$ cat config.mk
export PLATFORM = sky130hd
export DESIGN_NAME = fwd_hazard_ctrl
export DESIGN_NICKNAME = d
export VERILOG_FILES = /design/src/rtl/pipe_pkg.sv /design/src/rtl/fwd_sel.sv /design/src/rtl/fwd_hazard_ctrl.sv
export SDC_FILE = /design/constraint.sdc
export NUM_CORES = 1
export LEC_CHECK = 0
export ABC_AREA = 1
export BUFFER_PORTS_ARGS = -buffer_cell sky130_fd_sc_hd__buf_4
export CORE_AREA = 3 3 69 71
export CTS_CLUSTER_SIZE = 40
export DETAILED_ROUTE_END_ITERATION = 6
export DIE_AREA = 0 0 72 74
export PLACE_DENSITY_LB_ADDON = 0.05
export SLEW_MARGIN = 15
export SYNTH_ARGS = -nofsm -noshare
export SYNTH_HDL_FRONTEND = slang
export SYNTH_SLANG_ARGS = --single-unit
$ cat constraint.sdc
create_clock -name clk -period 2 [get_ports clk]
set_clock_uncertainty 0.1 [all_clocks]
set_input_delay 0.4 -clock clk [delete_from_list [all_inputs] [get_ports clk]]
set_output_delay 0.4 -clock clk [all_outputs]
set_load 0.02 [all_outputs]
$ cat src/rtl/pipe_pkg.sv
`default_nettype none
// ============================================================================
//  Module   : pipe_pkg
//  Purpose  : Shared types and constants for the 5-stage pipeline forwarding
//             and hazard control logic.
//  Contents : REG_ADDR_W, forward-select encodings, EX shadow record type.
//  Revision : 1.0  initial release
// ============================================================================
package pipe_pkg;

    localparam int REG_ADDR_W = 5;
    localparam int FWD_W      = 2;

    // Operand mux select encoding; 2'b11 is reserved and never produced.
    localparam logic [1:0] FWD_RF  = 2'b00;  // register file / immediate
    localparam logic [1:0] FWD_WB  = 2'b01;  // Write_data from WB
    localparam logic [1:0] FWD_MEM = 2'b10;  // rd_data from MEM

    // Control fields tracked for the instruction occupying EX.
    typedef struct packed {
        logic [REG_ADDR_W-1:0] rd;   // destination register
        logic                  rw;   // writes rd
        logic                  mr;   // is a load
    } shadow_t;

endpackage : pipe_pkg
`default_nettype wire

$ cat src/rtl/fwd_sel.sv
`default_nettype none
// ============================================================================
//  Module   : fwd_sel
//  Purpose  : Combinational forward-select for one source operand. Compares
//             the source register against the EX and MEM shadows.
//  Ports    : src/use_src   - source register and its use flag
//             ex_rd/ex_rw   - EX shadow destination and write enable
//             mem_rd/mem_rw - MEM shadow destination and write enable
//             sel           - FWD_MEM, FWD_WB or FWD_RF
//  Revision : 1.0  initial release
// ============================================================================
module fwd_sel #(
    parameter int REG_ADDR_W = 5,
    parameter int FWD_W      = 2
) (
    input  logic [REG_ADDR_W-1:0] src,
    input  logic                  use_src,
    input  logic [REG_ADDR_W-1:0] ex_rd,
    input  logic                  ex_rw,
    input  logic [REG_ADDR_W-1:0] mem_rd,
    input  logic                  mem_rw,
    output logic [FWD_W-1:0]      sel
);
    import pipe_pkg::*;

    logic w_hit_ex;
    logic w_hit_mem;

    // x0 is hard-wired zero, so a producer targeting it never matches.
    assign w_hit_ex  = ex_rw  && (ex_rd  != '0) && (ex_rd  == src);
    assign w_hit_mem = mem_rw && (mem_rd != '0) && (mem_rd == src);

    // The EX producer is younger than the MEM producer, so it wins.
    always_comb begin
        sel = FWD_RF;
        if (use_src) begin
            if (w_hit_ex) begin
                sel = FWD_MEM;
            end else if (w_hit_mem) begin
                sel = FWD_WB;
            end
        end
    end

endmodule : fwd_sel
`default_nettype wire

$ cat src/rtl/fwd_hazard_ctrl.sv
`default_nettype none
// ============================================================================
//  Module   : fwd_hazard_ctrl
//  Purpose  : EX-stage operand forwarding and pipeline hazard control.
//             Tracks EX/MEM destination shadows, registers ForwardA/B/S for
//             the instruction entering EX, and drives load-use stall, branch
//             flush and data-memory freeze controls.
//  Ports    : clk, rst                    - clock, sync active-high reset
//             id_*                        - decoded fields of the ID instr
//             ex_branch_taken, dmem_wait  - flush / freeze requests
//             ForwardA/B/S                - registered operand selects
//             pc_write, ifid_write,
//             idex_bubble, ifid_flush     - pipeline control
//  Revision : 1.0  initial release
// ============================================================================
module fwd_hazard_ctrl #(
    parameter int REG_ADDR_W = 5,
    parameter int FWD_W      = 2
) (
    input  logic                  clk,
    input  logic                  rst,
    input  logic                  id_valid,
    input  logic [REG_ADDR_W-1:0] id_rs1,
    input  logic [REG_ADDR_W-1:0] id_rs2,
    input  logic                  id_use_rs1,
    input  logic                  id_use_rs2,
    input  logic                  id_alu_src,
    input  logic [REG_ADDR_W-1:0] id_rd,
    input  logic                  id_reg_write,
    input  logic                  id_mem_read,
    input  logic                  ex_branch_taken,
    input  logic                  dmem_wait,
    output logic [FWD_W-1:0]      ForwardA,
    output logic [FWD_W-1:0]      ForwardB,
    output logic [FWD_W-1:0]      ForwardS,
    output logic                  pc_write,
    output logic                  ifid_write,
    output logic                  idex_bubble,
    output logic                  ifid_flush
);
    import pipe_pkg::*;

    shadow_t               r_ex;
    logic [REG_ADDR_W-1:0] r_mem_rd;
    logic                  r_mem_rw;
    logic [FWD_W-1:0]      r_fwd_a;
    logic [FWD_W-1:0]      r_fwd_b;
    logic [FWD_W-1:0]      r_fwd_s;

    logic [FWD_W-1:0]      w_sel_a;
    logic [FWD_W-1:0]      w_sel_b;
    logic [FWD_W-1:0]      w_sel_s;
    logic                  w_use_b;
    logic                  w_load_use;
    logic                  w_kill;

    // Operand B takes the immediate when alu_src is set; any non-RF select
    // would override it, so the rs2 use is masked for the ALU path only.
    assign w_use_b = id_use_rs2 && !id_alu_src;

    fwd_sel #(.REG_ADDR_W(REG_ADDR_W), .FWD_W(FWD_W)) u_sel_a (
        .src(id_rs1), .use_src(id_use_rs1),
        .ex_rd(r_ex.rd), .ex_rw(r_ex.rw),
        .mem_rd(r_mem_rd), .mem_rw(r_mem_rw),
        .sel(w_sel_a)
    );

    fwd_sel #(.REG_ADDR_W(REG_ADDR_W), .FWD_W(FWD_W)) u_sel_b (
        .src(id_rs2), .use_src(w_use_b),
        .ex_rd(r_ex.rd), .ex_rw(r_ex.rw),
        .mem_rd(r_mem_rd), .mem_rw(r_mem_rw),
        .sel(w_sel_b)
    );

    fwd_sel #(.REG_ADDR_W(REG_ADDR_W), .FWD_W(FWD_W)) u_sel_s (
        .src(id_rs2), .use_src(id_use_rs2),
        .ex_rd(r_ex.rd), .ex_rw(r_ex.rw),
        .mem_rd(r_mem_rd), .mem_rw(r_mem_rw),
        .sel(w_sel_s)
    );

    // A use-gated EX hit shows up as FWD_MEM on the rs1 or rs2 selects; if
    // the EX producer is a load, its data is not available in time.
    assign w_load_use = id_valid && r_ex.mr &&
                        ((w_sel_a == FWD_MEM) || (w_sel_s == FWD_MEM));

    // Both a taken branch and a load-use stall turn the ID/EX slot into a
    // bubble; the branch additionally wins over the stall.
    assign w_kill = ex_branch_taken || w_load_use;

    always_comb begin
        pc_write    = 1'b1;
        ifid_write  = 1'b1;
        idex_bubble = 1'b0;
        ifid_flush  = 1'b0;
        if (dmem_wait) begin
            pc_write    = 1'b0;
            ifid_write  = 1'b0;
        end else if (ex_branch_taken) begin
            idex_bubble = 1'b1;
            ifid_flush  = 1'b1;
        end else if (w_load_use) begin
            pc_write    = 1'b0;
            ifid_write  = 1'b0;
            idex_bubble = 1'b1;
        end
    end

    always_ff @(posedge clk) begin
        if (rst) begin
            r_ex     <= '0;
            r_mem_rd <= '0;
            r_mem_rw <= 1'b0;
            r_fwd_a  <= FWD_RF;
            r_fwd_b  <= FWD_RF;
            r_fwd_s  <= FWD_RF;
        end else if (!dmem_wait) begin
            r_mem_rd <= r_ex.rd;
            r_mem_rw <= r_ex.rw;
            if (w_kill) begin
                r_ex    <= '0;
                r_fwd_a <= FWD_RF;
                r_fwd_b <= FWD_RF;
                r_fwd_s <= FWD_RF;
            end else begin
                r_ex.rd <= id_rd;
                r_ex.rw <= id_reg_write && id_valid;
                r_ex.mr <= id_mem_read && id_valid;
                r_fwd_a <= w_sel_a;
                r_fwd_b <= w_sel_b;
                r_fwd_s <= w_sel_s;
            end
        end
    end

    assign ForwardA = r_fwd_a;
    assign ForwardB = r_fwd_b;
    assign ForwardS = r_fwd_s;

endmodule : fwd_hazard_ctrl
`default_nettype wire
==> metrics.txt, run 1 <==
status=finished with violations; violated checks=setup timing; CTS tree=done; critical path launch point type=register; Worst Tran Pin Value=353 ps; clock power share=0.315; Die Y=74 um; Synth Flop Type=dfxtp_1; Critical-path top delay cell=dfxtp_4; clock latency at the later pin of the worst-skew pair=260 ps; 1st-pass router iterations=4; Initial Util=0.292; slowest stage delay, CP=390 ps; die area=5330 um2; number of library cell types mapped by synthesis=26; setup ws final=-140 ps; total wire length=3700 um; vias per cell=4.64; combinational fraction of design power=0.231; most frequent cells in the layout=46 x nand2_1, 39 x buf_4, 26 x inv_1; GPL Wtd Cong=0.911; fmax=467 MHz; layout cell share with drive strength beyond 1=0.319; CTS max path bufs=2; final hold violations=0; Buffers on Ports=34; maxcap violations=0; sw frac=0.303; first-pass GRT wire length=5930 um; WS Path Type=register to output pin; fraction of registers with async set/reset=0; Area Overhead vs Synth=33.4%; DR DRC count=0; setup_tns=-367 ps; CP endpoint kind=output pin; Post-Syn Area=1250 um2; register area share after synthesis=0.304; peak supply drop=0.200 mV; worst reg-to-reg path cell count=14; P_sw=272 uW; fin crit share=1.07; Post-CTS Hold Buffers=0; power per cell area=537 nW/um2; critical path fanouts, max=6; post-route antenna net violation count=0; leakage power total=0.000811 uW; core area=4290 um2; commonest non-fill, non-tap cell in the layout=nand2_1; ANT cells=0; total number of vias=1318; placed wire-length estimate=2960 um; EDFF count, synth=0; Yosys reg bits=19; H-tree levels=1; GRT overflow=0; min cycle time layout=2140 ps; Avg WL per Cell=13.0 um; placed instance area=1580 um2; Worst Path Required=1500 ps; hold path cells=2; Synth Area per Inst=6.49 um2; initial antenna violation count=0; root buffer cell=clkbuf_8; Int Pwr=625 uW; Die X=72 um; Yosys Warn Count=0; Final Setup Violations=3; CP cell instances=inv_2 -> nand2_1 -> nand2_1 -> nor2_2 -> nand2_1 -> nor2_2 -> nand3_2 -> nand2_2 -> nand2_4 -> nand2_4 -> nand2_4 -> inv_4 -> buf_6; Hold Crit Class=primary input to register; num ports=35; cell taking the most area after synthesis=dfxtp_1; max-slew violations=0; top-area cell type share of the netlist area=0.304; CTS Sinks=19; Worst-path clk slew=80 ps; postcts setup bufs=0; Iteration-0 DRC Markers=61; sequential share of power=0.454; largest net degree at the start of global routing=17; Design Area, Final=1670 um2; number of global-route vias before repair=1275; RSZ-0062 raised after global routing=true; cells after synthesis=193; Placement Rows=24; Overall Global Routing Usage=0.144; Synthesized Nets=218; Num CTS Buffers=3; WP data arrival=1640 ps; relative slew slack=0.764; main area contributors after synthesis=dfxtp_1 30%, nand2_1 15%, inv_1 8.1%, nor2_1 6.3%, a21oi_1 5.6%; Final #Nets=258
[through the flow]
| stage | utilization | total power [uW] | hold WS, ps | instances | setup slack (ps) |
|---|---|---|---|---|---|
| 2_1_floorplan | - | 533 | 344 | 193 | 2.25 |
| 3_3_place_gp | 0.369 | 616 | 358 | 280 | 11.6 |
| 3_5_place_dp | 0.369 | 618 | 359 | 280 | -11.4 |
| 4_1_cts | 0.386 | 910 | 254 | 284 | -147 |
| 5_1_grt | 0.389 | 953 | 251 | 284 | -280 |
| 6_report | 0.389 | 897 | 253 | 284 | -140 |
[critical path, delay by kind of cell (launching register included)]
kind                   cells  cell delay, ps
DFF                        1             390
buffers and inverters      3             210
and+or+nand+nor           10             790
[synthesized netlist by cell type (3+ instances only)]
| cell | count |
|---|---|
| a21oi_1 | 14 |
| dfxtp_1 | 19 |
| inv_1 | 27 |
| inv_2 | 3 |
| mux2i_1 | 5 |
| nand2_1 | 51 |
| nand2_4 | 4 |
| nand3_1 | 6 |
| nand4_1 | 8 |
| nor2_1 | 21 |
| nor2_2 | 7 |
| o21ai_0 | 7 |
[final cells by class]
class	count	area (um2)
inverter	31	121
timing repair buffer	40	304
tap	52	65.1
fill	470	2620
sequential	19	392
multi-input combinational	138	743
clock buffer	4	45.0
[repair_timing]
item | 4_1_cts | 5_1_grt
pin swaps | 1 | 6
endpoints found under the hold margin | 0 | 0
setup endpoints to repair | 3 | 3
gates resized for setup | 12 | 6
[metal layers]
| layer | wire length (um) | GRT usage | up-vias |
|---|---|---|---|
| met3 | 163 | 0.0243 | 4 |
| li1 | - | - | 689 |
| met5 | 0 | 0 | - |
| met2 | 1770 | 0.249 | 39 |
| met1 | 1730 | 0.183 | 586 |
| met4 | 36 | 0.0501 | 0 |
[registers in the layout (all words and copies together) (netlist names)]
name / count
r_mem_rw: 1
r_mem_rd: 5
r_ex: 7
ForwardA: 2
ForwardS: 2
ForwardB: 2
[power groups by stage]
stage,clock (uW),combinational [uW],sequential (uW)
6_report,283,207,407
3_3_place_gp,0,200,416
3_5_place_dp,0,202,416
5_1_grt,313,231,410
2_1_floorplan,0,123,411
4_1_cts,296,206,407
[logic make-up after synthesis]
kind of cell | count (synthesis) | synth area share
simple gates | 103 | 0.397
xor+xnor | 4 | 0.0280
compound gates | 26 | 0.112
mux | 5 | 0.0400
buf+inv | 36 | 0.120
flops | 19 | 0.304
[worst paths after layout]
path | startpoint | to | slack (ps)
worst max-delay path | r_ex[6] | idex_bubble | -140
worst min-delay path | rst | ForwardB[0] | 250
worst max register to register | r_ex[6] | r_ex[5] | 300
worst min register to register | ForwardB[0] | ForwardB[0] | 370
No activity file was read; power rests on OpenSTA's default activity.
==> run 2: changes to the inputs <==
--- a/config.mk
+++ b/config.mk
@@ -5,12 +5,11 @@
 export SDC_FILE = /design/constraint.sdc
 export NUM_CORES = 1
 export LEC_CHECK = 0
-export ABC_AREA = 1
 export BUFFER_PORTS_ARGS = -buffer_cell sky130_fd_sc_hd__buf_4
-export CORE_AREA = 3 3 69 71
+export CORE_AREA = 3 3 64 66
 export CTS_CLUSTER_SIZE = 40
 export DETAILED_ROUTE_END_ITERATION = 6
-export DIE_AREA = 0 0 72 74
+export DIE_AREA = 0 0 67 69
 export PLACE_DENSITY_LB_ADDON = 0.05
 export SLEW_MARGIN = 15
 export SYNTH_ARGS = -nofsm -noshare
==> metrics.txt, run 2 <==
status=finished with violations; violated checks=setup timing; P_sw=211 uW (-23%); Worst-path clk slew=70 ps (about the same); setup ws final=-140 ps (-0.572 ps); critical path launch point type=register; vias per cell=4.70 (+1.3%); setup_tns=-403 ps (-35.3 ps); pre-CTS setup slack=-55.9 ps (-44.5 ps); sequential share of power=0.481 (+0.027); maxcap violations=0 (unchanged); peak supply drop=0.297 mV (+49%); core area=3630 um2 (-15%); top-count cell post-synth=dfxtp_1; final hold violations=0 (unchanged); Commonest cells post-synth=19 x dfxtp_1, 15 x xnor2_1, 11 x nand2_1, 10 x nor2_1, 9 x nor3_1; DR DRC count=0 (unchanged); Die X=67 um (-6.9%); Num CTS Buffers=3 (unchanged); CTS tree=done; Int Pwr=610 uW (-2.5%); total wire length=2890 um (-22%); EDFF count, synth=0 (unchanged); CP cell instances=xnor2_1 -> and4_1 -> nand4_4 -> a21oi_4 -> o21ba_4 -> buf_6; min cycle time layout=2140 ps (+0.572 ps); simple-gate share of the synthesized area=0.227 (-0.169); Buf/Inv on CP=1 (-2); slowest stage delay, CP=380 ps (about the same); Overall Global Routing Usage=0.126 (-0.0180); Final #Nets=191 (-26%); Post-Syn Area=1060 um2 (-16%); Area Overhead vs Synth=46.5%; Placement Rows=22 (-8.3%); WP data arrival=1640 ps (about the same); Top Family by Delay on Critical Path=simple AND/OR/NAND/NOR gates; num ports=35 (unchanged); reg2reg setup slack=240 ps (-60 ps); mux share of post-synthesis cell area=0.0568 (+0.0168); GPL Wtd Cong=0.723 (-21%); sw frac=0.257 (-0.0466); top-area cell type share of the netlist area=0.360 (+0.0561); RSZ-0062 raised after global routing=true; xor and xnor area share after synthesis=0.149 (+0.121); WS Path Type=register to output pin; Critical path origin=r_ex[5]; Worst Tran Pin Value=365 ps (+11.5 ps); CTS Sinks=19 (unchanged); H-tree levels=1 (unchanged); clock latency at the later pin of the worst-skew pair=250 ps (about the same); cells after synthesis=121 (-37%); combinational fraction of design power=0.194 (-0.037); Die Y=69 um (-6.8%); power per cell area=529 nW/um2 (-1.4%); register area share after synthesis=0.360 (+0.0561); Design Area, Final=1550 um2 (-7.3%); worst flop-to-flop path endpoint=r_ex[3]; die area=4620 um2 (-13%); commonest non-fill, non-tap cell in the layout=buf_4; clock power share=0.325 (+0.010); total number of vias=1001 (-24%); cell taking the most area after synthesis=dfxtp_1; first-pass GRT wire length=4520 um (-24%); Initial Util=0.291 (-0.000689); Synthesized Nets=146 (-33%); layout cell share with drive strength beyond 1=0.406 (+0.0871); Tot Pwr=820 uW (-8.6%); main area contributors after synthesis=dfxtp_1 36%, xnor2_1 12%, mux2i_1 5.7%, nor3_1 4.3%, nand2_1 3.9%; Critical-path top delay cell=dfxtp_4; Top Registers=r_ex: 7 flops, r_mem_rd: 5 flops; Synth Flop Type=dfxtp_1; WP depth=6 (-7); CP endpoint kind=output pin; Hold Crit Class=primary input to register; Synth Area per Inst=8.74 um2 (+35%); max reg flops=7 (unchanged); relative slew slack=0.755 (-0.00930); Final Setup Violations=3 (unchanged); Buffers on Ports=34 (unchanged); post-route antenna net violation count=0 (unchanged); Yosys reg bits=19 (unchanged); most frequent cells in the layout=44 x buf_4, 14 x dfxtp_1, 14 x xnor2_1; placed instance area=1430 um2 (-9.5%); critical path fanouts, max=5 (-1); Avg WL per Cell=13.6 um (+4.3%); Most flops, register=r_ex; fmax=467 MHz (about the same); number of library cell types mapped by synthesis=35 (+35%); leakage power total=0.000625 uW (-23%); initial antenna violation count=0 (unchanged); number of global-route vias before repair=970 (-24%); worst r2r src=r_ex[2]; Yosys Warn Count=0 (unchanged); worst reg-to-reg path cell count=7 (-7); ANT cells=0 (unchanged); fin crit share=1.07 (about the same); Iteration-0 DRC Markers=32 (-48%); main combinational cell family by area after synthesis=simple AND/OR/NAND/NOR gates; largest net degree at the start of global routing=25 (+8); Worst Setup EP=idex_bubble; root buffer cell=clkbuf_8; Post-CTS Hold Buffers=0 (unchanged); Compound-Gate Fraction of Synth Area=0.172 (+0.0597); Worst Path Required=1500 ps (about the same); fraction of registers with async set/reset=0 (unchanged); placed wire-length estimate=2220 um (-25%); max-slew violations=0 (unchanged); adder-cell share of the synthesized area=0 (unchanged); GRT overflow=0 (unchanged); 1st-pass router iterations=5 (+1); CTS max path bufs=2 (unchanged); Filler Cell Count=384 (-18%)
==> run 2: cell types whose count changed after synthesis, sizes merged, moves of 4 or more <==
cell   before  now
nand2      56   11
a21oi      14    5
inv        30    4
nor3        2    9
xnor2       2   15
a22oi       0    5
nand4       9    5
nor2       28   10
==> run 2: final cells by class <==
class	count	area, um2	area share
well taps	48	60.1	0.0388
repair buffers	45	342	0.221
flip-flops and latches	19	394	0.254
multi-input cells	93	693	0.447
inverters	4	15.0	0.00969
clock buffers	4	45.0	0.0291
==> run 2: tightest hold or removal path: cells and delay by family <==
kind,cells,cell delay (ps)
AOI/OAI and AO/OA,1,50
and+or+nand+nor,1,70
buffers and inverters,1,110
==> run 2: worst min-delay path by stage <==
stage | start | endpoint | slack (ps) | cells after the start
3_5_place_dp | r_ex[0] | r_ex[0] | 350 | 2
3_3_place_gp | r_ex[0] | r_ex[0] | 340 | 2
2_1_floorplan | r_ex[0] | r_ex[0] | 330 | 2
5_1_grt | id_mem_read | r_ex[0] | 330 | 3
4_1_cts | id_mem_read | r_ex[0] | 310 | 3
6_report | id_mem_read | r_ex[0] | 320 | 3
==> run 2: per-layer routing <==
metal  up-vias  track usage  part of all wire
met5         -            0                 0
met4         0       0.0270            0.0073
met3         4       0.0326             0.055
met2        33        0.204              0.48
met1       447        0.167              0.46
li1        517            -                 -
==> run 2: cells by family (layout without fill, tap and decap cells) <==
kind of cell / Yosys count / after routing
DFF: 19 / 19
xor gates and xnor gates: 18 / 18
muxes: 6 / 6
AOI/OAI and AO/OA: 22 / 22
and+or+nand+nor: 47 / 47
buffers and inverters: 9 / 53
==> run 2: what timing repair did <==
item,in CTS,in global routing
pin swaps,7,5
gates resized for setup,9,6
setup endpoints to repair,3,3
buffers inserted,1,0
==> run 2: metrics by stage <==
| step | instances | hold slack (ps) | utilization |
|---|---|---|---|
| floorplan | 121 | 326 | - |
| global placement | 208 | 339 | 0.395 |
| detailed placement | 208 | 349 | 0.395 |
| CTS | 213 | 309 | 0.416 |
| global route | 213 | 334 | 0.426 |
| finish | 213 | 315 | 0.426 |
==> run 2: power groups by stage <==
stage | logic (uW) | clock network (uW) | registers [uW]
floorplan | 78.8 | 0 | 402
global placement | 150 | 0 | 405
detailed placement | 150 | 0 | 405
CTS | 153 | 281 | 394
global route | 174 | 297 | 396
finish | 159 | 266 | 395
